<file path="src/rtl/cond_flag_unit.sv">
`default_nettype none
// ============================================================================
// Module   : cond_flag_unit
// Brief    : Architectural ZNCV flag register, condition evaluator and EX/MEM
//            gating of write-enables / branch decision with a squash counter.
// Revision : 1.0 - initial release
// ============================================================================
module cond_flag_unit #(
    parameter logic [3:0] RESET_FLAGS = 4'b0000,
    parameter int         CNT_W       = 16
) (
    input  logic             clk,
    input  logic             rst_n,
    input  logic             stall,
    input  logic             flush,
    input  logic             ex_valid,
    input  logic [3:0]       ex_cond,
    input  logic             ex_set_flags,
    input  logic [3:0]       alu_flags,
    input  logic             ex_reg_write,
    input  logic             ex_mem_write,
    input  logic             ex_branch,
    output logic             cond_pass,
    output logic [3:0]       flags_q,
    output logic             mem_valid,
    output logic             mem_reg_write,
    output logic             mem_mem_write,
    output logic             branch_taken,
    output logic [CNT_W-1:0] squash_cnt
);

    localparam logic [3:0] c_COND_EQ = 4'd0;
    localparam logic [3:0] c_COND_NE = 4'd1;
    localparam logic [3:0] c_COND_CS = 4'd2;
    localparam logic [3:0] c_COND_CC = 4'd3;
    localparam logic [3:0] c_COND_MI = 4'd4;
    localparam logic [3:0] c_COND_PL = 4'd5;
    localparam logic [3:0] c_COND_VS = 4'd6;
    localparam logic [3:0] c_COND_VC = 4'd7;
    localparam logic [3:0] c_COND_HI = 4'd8;
    localparam logic [3:0] c_COND_LS = 4'd9;
    localparam logic [3:0] c_COND_GE = 4'd10;
    localparam logic [3:0] c_COND_LT = 4'd11;
    localparam logic [3:0] c_COND_GT = 4'd12;
    localparam logic [3:0] c_COND_LE = 4'd13;
    localparam logic [3:0] c_COND_AL = 4'd14;
    localparam logic [3:0] c_COND_NV = 4'd15;

    localparam logic [CNT_W-1:0] c_CNT_ONE = {{(CNT_W-1){1'b0}}, 1'b1};

    logic [3:0]       r_flags;
    logic             r_mem_valid;
    logic             r_mem_reg_write;
    logic             r_mem_mem_write;
    logic             r_branch_taken;
    logic [CNT_W-1:0] r_squash_cnt;

    logic w_z;
    logic w_n;
    logic w_c;
    logic w_v;
    logic w_pass;
    logic w_commit;
    logic w_squash;
    logic w_cnt_sat;

    assign w_z = r_flags[3];
    assign w_n = r_flags[2];
    assign w_c = r_flags[1];
    assign w_v = r_flags[0];

    // Decode reads the committed register directly, so a flag write in one
    // EX cycle is seen by the next instruction without a bypass path.
    always_comb begin
        w_pass = 1'b0;
        case (ex_cond)
            c_COND_EQ: w_pass = w_z;
            c_COND_NE: w_pass = ~w_z;
            c_COND_CS: w_pass = w_c;
            c_COND_CC: w_pass = ~w_c;
            c_COND_MI: w_pass = w_n;
            c_COND_PL: w_pass = ~w_n;
            c_COND_VS: w_pass = w_v;
            c_COND_VC: w_pass = ~w_v;
            c_COND_HI: w_pass = w_c & ~w_z;
            c_COND_LS: w_pass = ~w_c | w_z;
            c_COND_GE: w_pass = (w_n == w_v);
            c_COND_LT: w_pass = (w_n != w_v);
            c_COND_GT: w_pass = ~w_z & (w_n == w_v);
            c_COND_LE: w_pass = w_z | (w_n != w_v);
            c_COND_AL: w_pass = 1'b1;
            c_COND_NV: w_pass = 1'b0;
        endcase
    end

    assign w_commit  = ex_valid & w_pass & ~flush & ~stall;
    assign w_squash  = ex_valid & ~w_pass & ~flush;
    assign w_cnt_sat = &r_squash_cnt;

    always_ff @(posedge clk or negedge rst_n) begin
        if (!rst_n) begin
            r_flags         <= RESET_FLAGS;
            r_mem_valid     <= 1'b0;
            r_mem_reg_write <= 1'b0;
            r_mem_mem_write <= 1'b0;
            r_branch_taken  <= 1'b0;
            r_squash_cnt    <= '0;
        end else if (!stall) begin
            r_mem_valid     <= w_commit;
            r_mem_reg_write <= w_commit & ex_reg_write;
            r_mem_mem_write <= w_commit & ex_mem_write;
            r_branch_taken  <= w_commit & ex_branch;
            if (w_commit && ex_set_flags) begin
                r_flags <= alu_flags;
            end
            if (w_squash && !w_cnt_sat) begin
                r_squash_cnt <= r_squash_cnt + c_CNT_ONE;
            end
        end
    end

    assign cond_pass     = w_pass;
    assign flags_q       = r_flags;
    assign mem_valid     = r_mem_valid;
    assign mem_reg_write = r_mem_reg_write;
    assign mem_mem_write = r_mem_mem_write;
    assign branch_taken  = r_branch_taken;
    assign squash_cnt    = r_squash_cnt;

endmodule
`default_nettype wire

</file>
<file path="config.mk">
export PLATFORM = sky130hd
export DESIGN_NAME = cond_flag_unit
export DESIGN_NICKNAME = d
export VERILOG_FILES = /design/src/rtl/cond_flag_unit.sv
export SDC_FILE = /design/constraint.sdc
export NUM_CORES = 1
export LEC_CHECK = 0
export BUFFER_PORTS_ARGS = -buffer_cell sky130_fd_sc_hd__clkbuf_2
export CAP_MARGIN = 20
export CORE_AREA = 4 4 68 57
export DETAILED_ROUTE_END_ITERATION = 10
export DIE_AREA = 0 0 72 61
export PLACE_DENSITY = 0.83
export SKIP_CTS_REPAIR_TIMING = 1
export SLEW_MARGIN = 20
export SYNTH_ARGS = -nofsm -noshare
export SYNTH_HDL_FRONTEND = slang
export SYNTH_SLANG_ARGS = --single-unit
</file>
<file path="constraint.sdc">
create_clock -name clk -period 2.3 [get_ports clk]
set_input_delay 0.46 -clock clk [delete_from_list [all_inputs] [get_ports clk]]
set_output_delay 0.46 -clock clk [all_outputs]
set_load 0.02 [all_outputs]
</file>
==> results.txt, run 1 <==
Status - complete, no violations
Post-Syn Area per Cell - 10.5 µm²
Number of global-route vias before repair - 1352
Vias per cell - 6.13
Clock latency on the worst-skew pair - 0.27 ns
First-iteration detailed-routing DRC count - 67
Final WL - 3960 µm
Util after Layout - 0.645
CTS tree - done
Clk buf depth - 2
Row cnt - 18
Grt ovf - 0
Power share of the clock group - 0.221
Crit share post-route - 0.959
Register cell area after layout - 601 µm²
Slew margin rel. - 0.604
Synth Net Count - 172
Async S/R FF share, synth - 1.00
CP startpoint kind - flop
Synthesis warning total - 0
Die Height - 61 µm
Mapped Cells - 154
WP data required - 1.84 ns
Final routed DRC violation total - 0
Dpl cells - 234
Internal cell power - 1.09 mW
Peak Freq - 454 MHz
Crit path kind - reg2out
Slowest stage delay, CP - 0.44 ns
Clock slew at reported path FFs - 0.09 ns
Initial Utilization - 0.519
Final min period - 2.20 ns
Die width - 72 µm
Final setup TNS - 0 ns
Area post-placement - 0.00190 mm²
Type of destination of the critical path - primary output
Worst-path maximum fanout - 4
WL/cell - 16.5 µm
Critical path arrival - 1.74 ns
Seq/Total Area, Yosys - 0.372
Final Hold Viols - 0
Cell Area, Synth - 0.00161 mm²
Gate power share - 0.428
IO Pins - 42
Gr usage total - 0.189
Commonest non-fill, non-tap cell in the layout - clkbuf_2
Net Switching - 596 µW
Crit-path cells - xnor2_2 -> nor3b_1 -> o32a_2 -> xnor2_2 -> buf_4
Non-Filler Instances - 240
Vias - 1470
Worst IR Drop VDD - 588 µV
First-pass iteration count of the detailed router - 4
Initial antenna violation count - 0
First-pass GRT wire length - 6470 µm
Sequential power share - 0.350
CORE AREA - 0.00311 mm²
Setup Viol. Count Final - 0
LEAKAGE - 0.988 nW
Fill cell total of the finished layout - 252
GP Congestion - 0.784
Root buffer cell - clkbuf_8
Worst min path class - in2async
DP HPWL - 2910 µm
Most Frequent Cell on Critical Path - xnor2_2
IO buf count - 41
Antenna Cells - 0
Most frequent cells in the layout - 40 x clkbuf_2, 24 x dfrtp_1, 14 x mux2i_1
CTS Buf Count - 3
Worst Tran Pin Value - 0.595 ns
Largest net degree at the start of global routing - 25
Total chip power - 1.69 mW
Layout Cell Area excl Fill - 0.00200 mm²
Sw Ratio - 0.354
Remaining antenna violation count - 0
Final Max Tran Viols - 0
Post-synth EDFFs - 0
Number of clock sinks - 24
Pwr dens - 841 mW/mm²
Number of synthesized register bits - 24
Synth unique cells - 39
Nets@finish - 219
Slowest CP cell - dfrtp_1
Main synth FF type - dfrtp_1
H-tree levels - 1
Max-cap violations - 0
Area Growth Syn to Fin - 24.3%
Worst Skew - 0.00591 ns
Die area - 0.00439 mm²
Share of cells above drive strength 1 - 0.350
Footprint of the multi-input gates - 953 µm²
[layer usage]
layer,vias up,track usage,part of all wire
met4,0,0.0483,0.014
met1,702,0.251,0.45
met5,-,0,0
li1,693,-,-
met3,8,0.0447,0.060
met2,67,0.317,0.47
[logic make-up after synthesis]
group | share of synthesized area
adders and majority gates | 0.00776
DFF | 0.372
AOI/OAI and AO/OA | 0.114
and+or+nand+nor | 0.199
muxes | 0.166
xor gates and xnor gates | 0.0923
buffers and inverters | 0.0489
[cells in the mapped netlist (4+ instances only)]
cell type   n  area, µm²
and3_1     10       62.6
xnor2_1     8       70.1
nand3_1     6       30.0
mux2_4      4       60.1
dfrtp_1    24        601
o2111ai_1   4       35.0
nand4_1    11       68.8
xor2_1      9       78.8
a2111oi_0   4       35.0
nor4_1      5       31.3
mux2i_1    14        140
clkbuf_1    6       22.5
nand2_1     6       22.5
o211ai_1    6       45.0
[critical path, delay by kind of cell (launching register included)]
family | cells | cell delay (ns)
compound gates | 1 | 0.43
flops | 1 | 0.44
buf+inv | 1 | 0.17
xor+xnor | 2 | 0.37
simple gates | 1 | 0.07
[registers in the layout, summed over array words and instances, names as in the netlist]
name           count
branch_taken       1
flags_q            4
mem_mem_write      1
mem_reg_write      1
mem_valid          1
squash_cnt        16
[metrics by stage]
stage / hold slack [ns] / worst slack (ns)
2_1_floorplan: 0.164 / 0.0500
3_3_place_gp: 0.475 / 0.0931
3_5_place_dp: 0.492 / 0.0247
4_1_cts: 0.191 / -0.0900
5_1_grt: 0.228 / -0.0271
6_report: 0.175 / 0.0954
[worst paths after layout]
kind / startpoint / endpoint / slack, ns / cells after the start
max: flags_q[2]$_DFFE_PN0P_ / cond_pass / 0.1 / 5
min: rst_n / squash_cnt[4]$_DFFE_PN0P_ / 0.18 / 1
max reg2reg: squash_cnt[0]$_DFFE_PN0P_ / squash_cnt[8]$_DFFE_PN0P_ / 0.22 / 6
min reg2reg: mem_mem_write$_DFFE_PN0N_ / mem_mem_write$_DFFE_PN0N_ / 0.51 / 1
max in group asynchronous: rst_n / flags_q[2]$_DFFE_PN0P_ / 1.74 / 1
min in group clk: alu_flags[3] / flags_q[3]$_DFFE_PN0P_ / 0.42 / 2
[power by group through the flow]
stage / Clock (mW) / Sequential (mW) / Combinational [mW]
2_1_floorplan: 0 / 0.667 / 0.366
3_3_place_gp: 0 / 0.582 / 0.650
3_5_place_dp: 0 / 0.590 / 0.667
4_1_cts: 0.385 / 0.582 / 0.673
5_1_grt: 0.400 / 0.600 / 0.776
6_report: 0.373 / 0.590 / 0.722
[layout make-up]
type                    instances  share of cell area
multi-input cells             115               0.476
flip-flops and latches         24               0.300
repair buffers                 54               0.159
well taps                      40              0.0250
clock buffers                   3              0.0206
clock inverters                 1              0.0150
inverters                       3             0.00562
No activity file was read; power rests on OpenSTA's default activity.
==> run 2, diff against run 1 <==
--- a/config.mk
+++ b/config.mk
@@ -7,9 +7,9 @@
 export LEC_CHECK = 0
 export BUFFER_PORTS_ARGS = -buffer_cell sky130_fd_sc_hd__clkbuf_2
 export CAP_MARGIN = 20
-export CORE_AREA = 4 4 68 57
+export CORE_AREA = 2 2 66 55
 export DETAILED_ROUTE_END_ITERATION = 10
-export DIE_AREA = 0 0 72 61
+export DIE_AREA = 0 0 68 57
 export PLACE_DENSITY = 0.83
 export SKIP_CTS_REPAIR_TIMING = 1
 export SLEW_MARGIN = 20
==> run 2 against run 1 <==
  * First-iteration DRC count down 16%
  * Largest power group unchanged
  * Setup slack worse by 0.021 ns
  * Final cell count down 0.83%
  * Critical path depth unchanged
  * Total power down 1.4%
==> results.txt, run 2 (synthesis results as in run 1) <==
CP startpoint kind - flop
Max-cap violations - 0
First-pass GRT wire length - 5980 µm
Commonest non-fill, non-tap cell in the layout - clkbuf_2
Worst reg2reg endpoint - squash_cnt[7]$_DFFE_PN0P_
Die width - 68 µm
DP HPWL - 2570 µm
Clock latency on the worst-skew pair - 0.27 ns
Number of clock sinks - 24
Share of cells above drive strength 1 - 0.347
CORE AREA - 0.00328 mm²
RSZ-0062 raised after global routing - true
Root buffer cell - clkbuf_8
First-iteration detailed-routing DRC count - 56
Fill cell total of the finished layout - 293
Crit share post-route - 0.968
CTS Buf Count - 3
Final worst hold slack - 0.178 ns
Reg-to-Reg Start - squash_cnt[0]$_DFFE_PN0P_
Worst Skew - 0.00225 ns
Antenna Cells - 0
GP Congestion - 0.796
Die area - 0.00388 mm²
Remaining antenna violation count - 0
R2R cell count - 7
Final WL - 3570 µm
Total chip power - 1.66 mW
CTS tree - done
LEAKAGE - 0.974 nW
Layout Cell Area excl Fill - 0.00199 mm²
Gr usage total - 0.195
Grt ovf - 0
Die Height - 57 µm
First-pass iteration count of the detailed router - 4
Crit path kind - reg2out
Final Hold Viols - 0
Status - complete, no violations
Slew margin rel. - 0.600
Final Max Tran Viols - 0
Setup Viol. Count Final - 0
Pwr dens - 835 mW/mm²
Nets@finish - 215
WL/cell - 15.0 µm
Initial Utilization - 0.492
Largest net degree at the start of global routing - 25
IO buf count - 41
Initial antenna violation count - 0
H-tree levels - 1
Peak Freq - 449 MHz
Worst reg-to-reg setup slack - 0.20 ns
Worst-path maximum fanout - 4
Clk buf depth - 2
Worst Tran Pin Value - 0.601 ns
IO Pins - 42
Area post-placement - 0.00188 mm²
Area Growth Syn to Fin - 23.4%
Worst min path class - in2async
Vias per cell - 6.03
Number of global-route vias before repair - 1311
Util after Layout - 0.607
Clock slew at reported path FFs - 0.09 ns
Final routed DRC violation total - 0
Row cnt - 19
Critical path arrival - 1.77 ns
Worst IR Drop VDD - 400 µV
Type of destination of the critical path - primary output
Max reg flops - 16
Final min period - 2.23 ns
Vias - 1435
Most frequent cells in the layout - 40 x clkbuf_2, 22 x dfrtp_1, 14 x mux2i_1
WP data required - 1.84 ns
## run 2: layer usage
metal,GRT usage,up-vias,part of all wire
li1,-,679,-
met1,0.279,710,0.46
met2,0.300,42,0.47
met3,0.0533,4,0.058
met4,0.0371,0,0.0076
met5,0,-,0
## run 2: per-stage QoR
step                std cells  setup TNS (ns)  worst slack (ns)
floorplan                 154               0            0.0500
global placement          234               0            0.0914
detailed placement        234               0            0.0821
CTS                       238         -0.0209           -0.0209
global route              238         -0.0227           -0.0227
finish                    238               0            0.0745
## run 2: worst max path at each step
stage	start	endpoint	slack [ns]	cells past startpoint
final	flags_q[0]$_DFFE_PN0P_	cond_pass	0.07	5
after global routing	flags_q[0]$_DFFE_PN0P_	cond_pass	-0.02	5
after CTS	flags_q[2]$_DFFE_PN0P_	cond_pass	-0.02	5
after detailed placement	ex_cond[1]	cond_pass	0.08	6
after global placement	ex_cond[1]	cond_pass	0.09	6
after floorplan	flags_q[2]$_DFFE_PN0P_	cond_pass	0.05	5
## run 2: final cells by class
| class | count | area [µm²] | share of cell area |
|---|---|---|---|
| multi-input cells | 115 | 965 | 0.485 |
| flip-flops and latches | 24 | 603 | 0.303 |
| repair buffers | 50 | 288 | 0.145 |
| well taps | 42 | 52.6 | 0.0264 |
| clock buffers | 3 | 41.3 | 0.0207 |
| clock inverters | 1 | 30.0 | 0.0151 |
| inverters | 3 | 11.3 | 0.00566 |
## run 2: critical path, stage by stage, from the launching register on
cell and delay [ns]:
dfrtp_2 0.44, mux4_2 0.47, inv_1 0.07, o32a_4 0.22, xnor2_2 0.13, buf_4 0.17
## run 2: power by group
group	switching [mW]	total (mW)	internal, mW
Sequential	0.0843	0.583	0.499
Clock	0.144	0.377	0.233
Combinational	0.353	0.702	0.348
Total	0.581	1.66	1.08
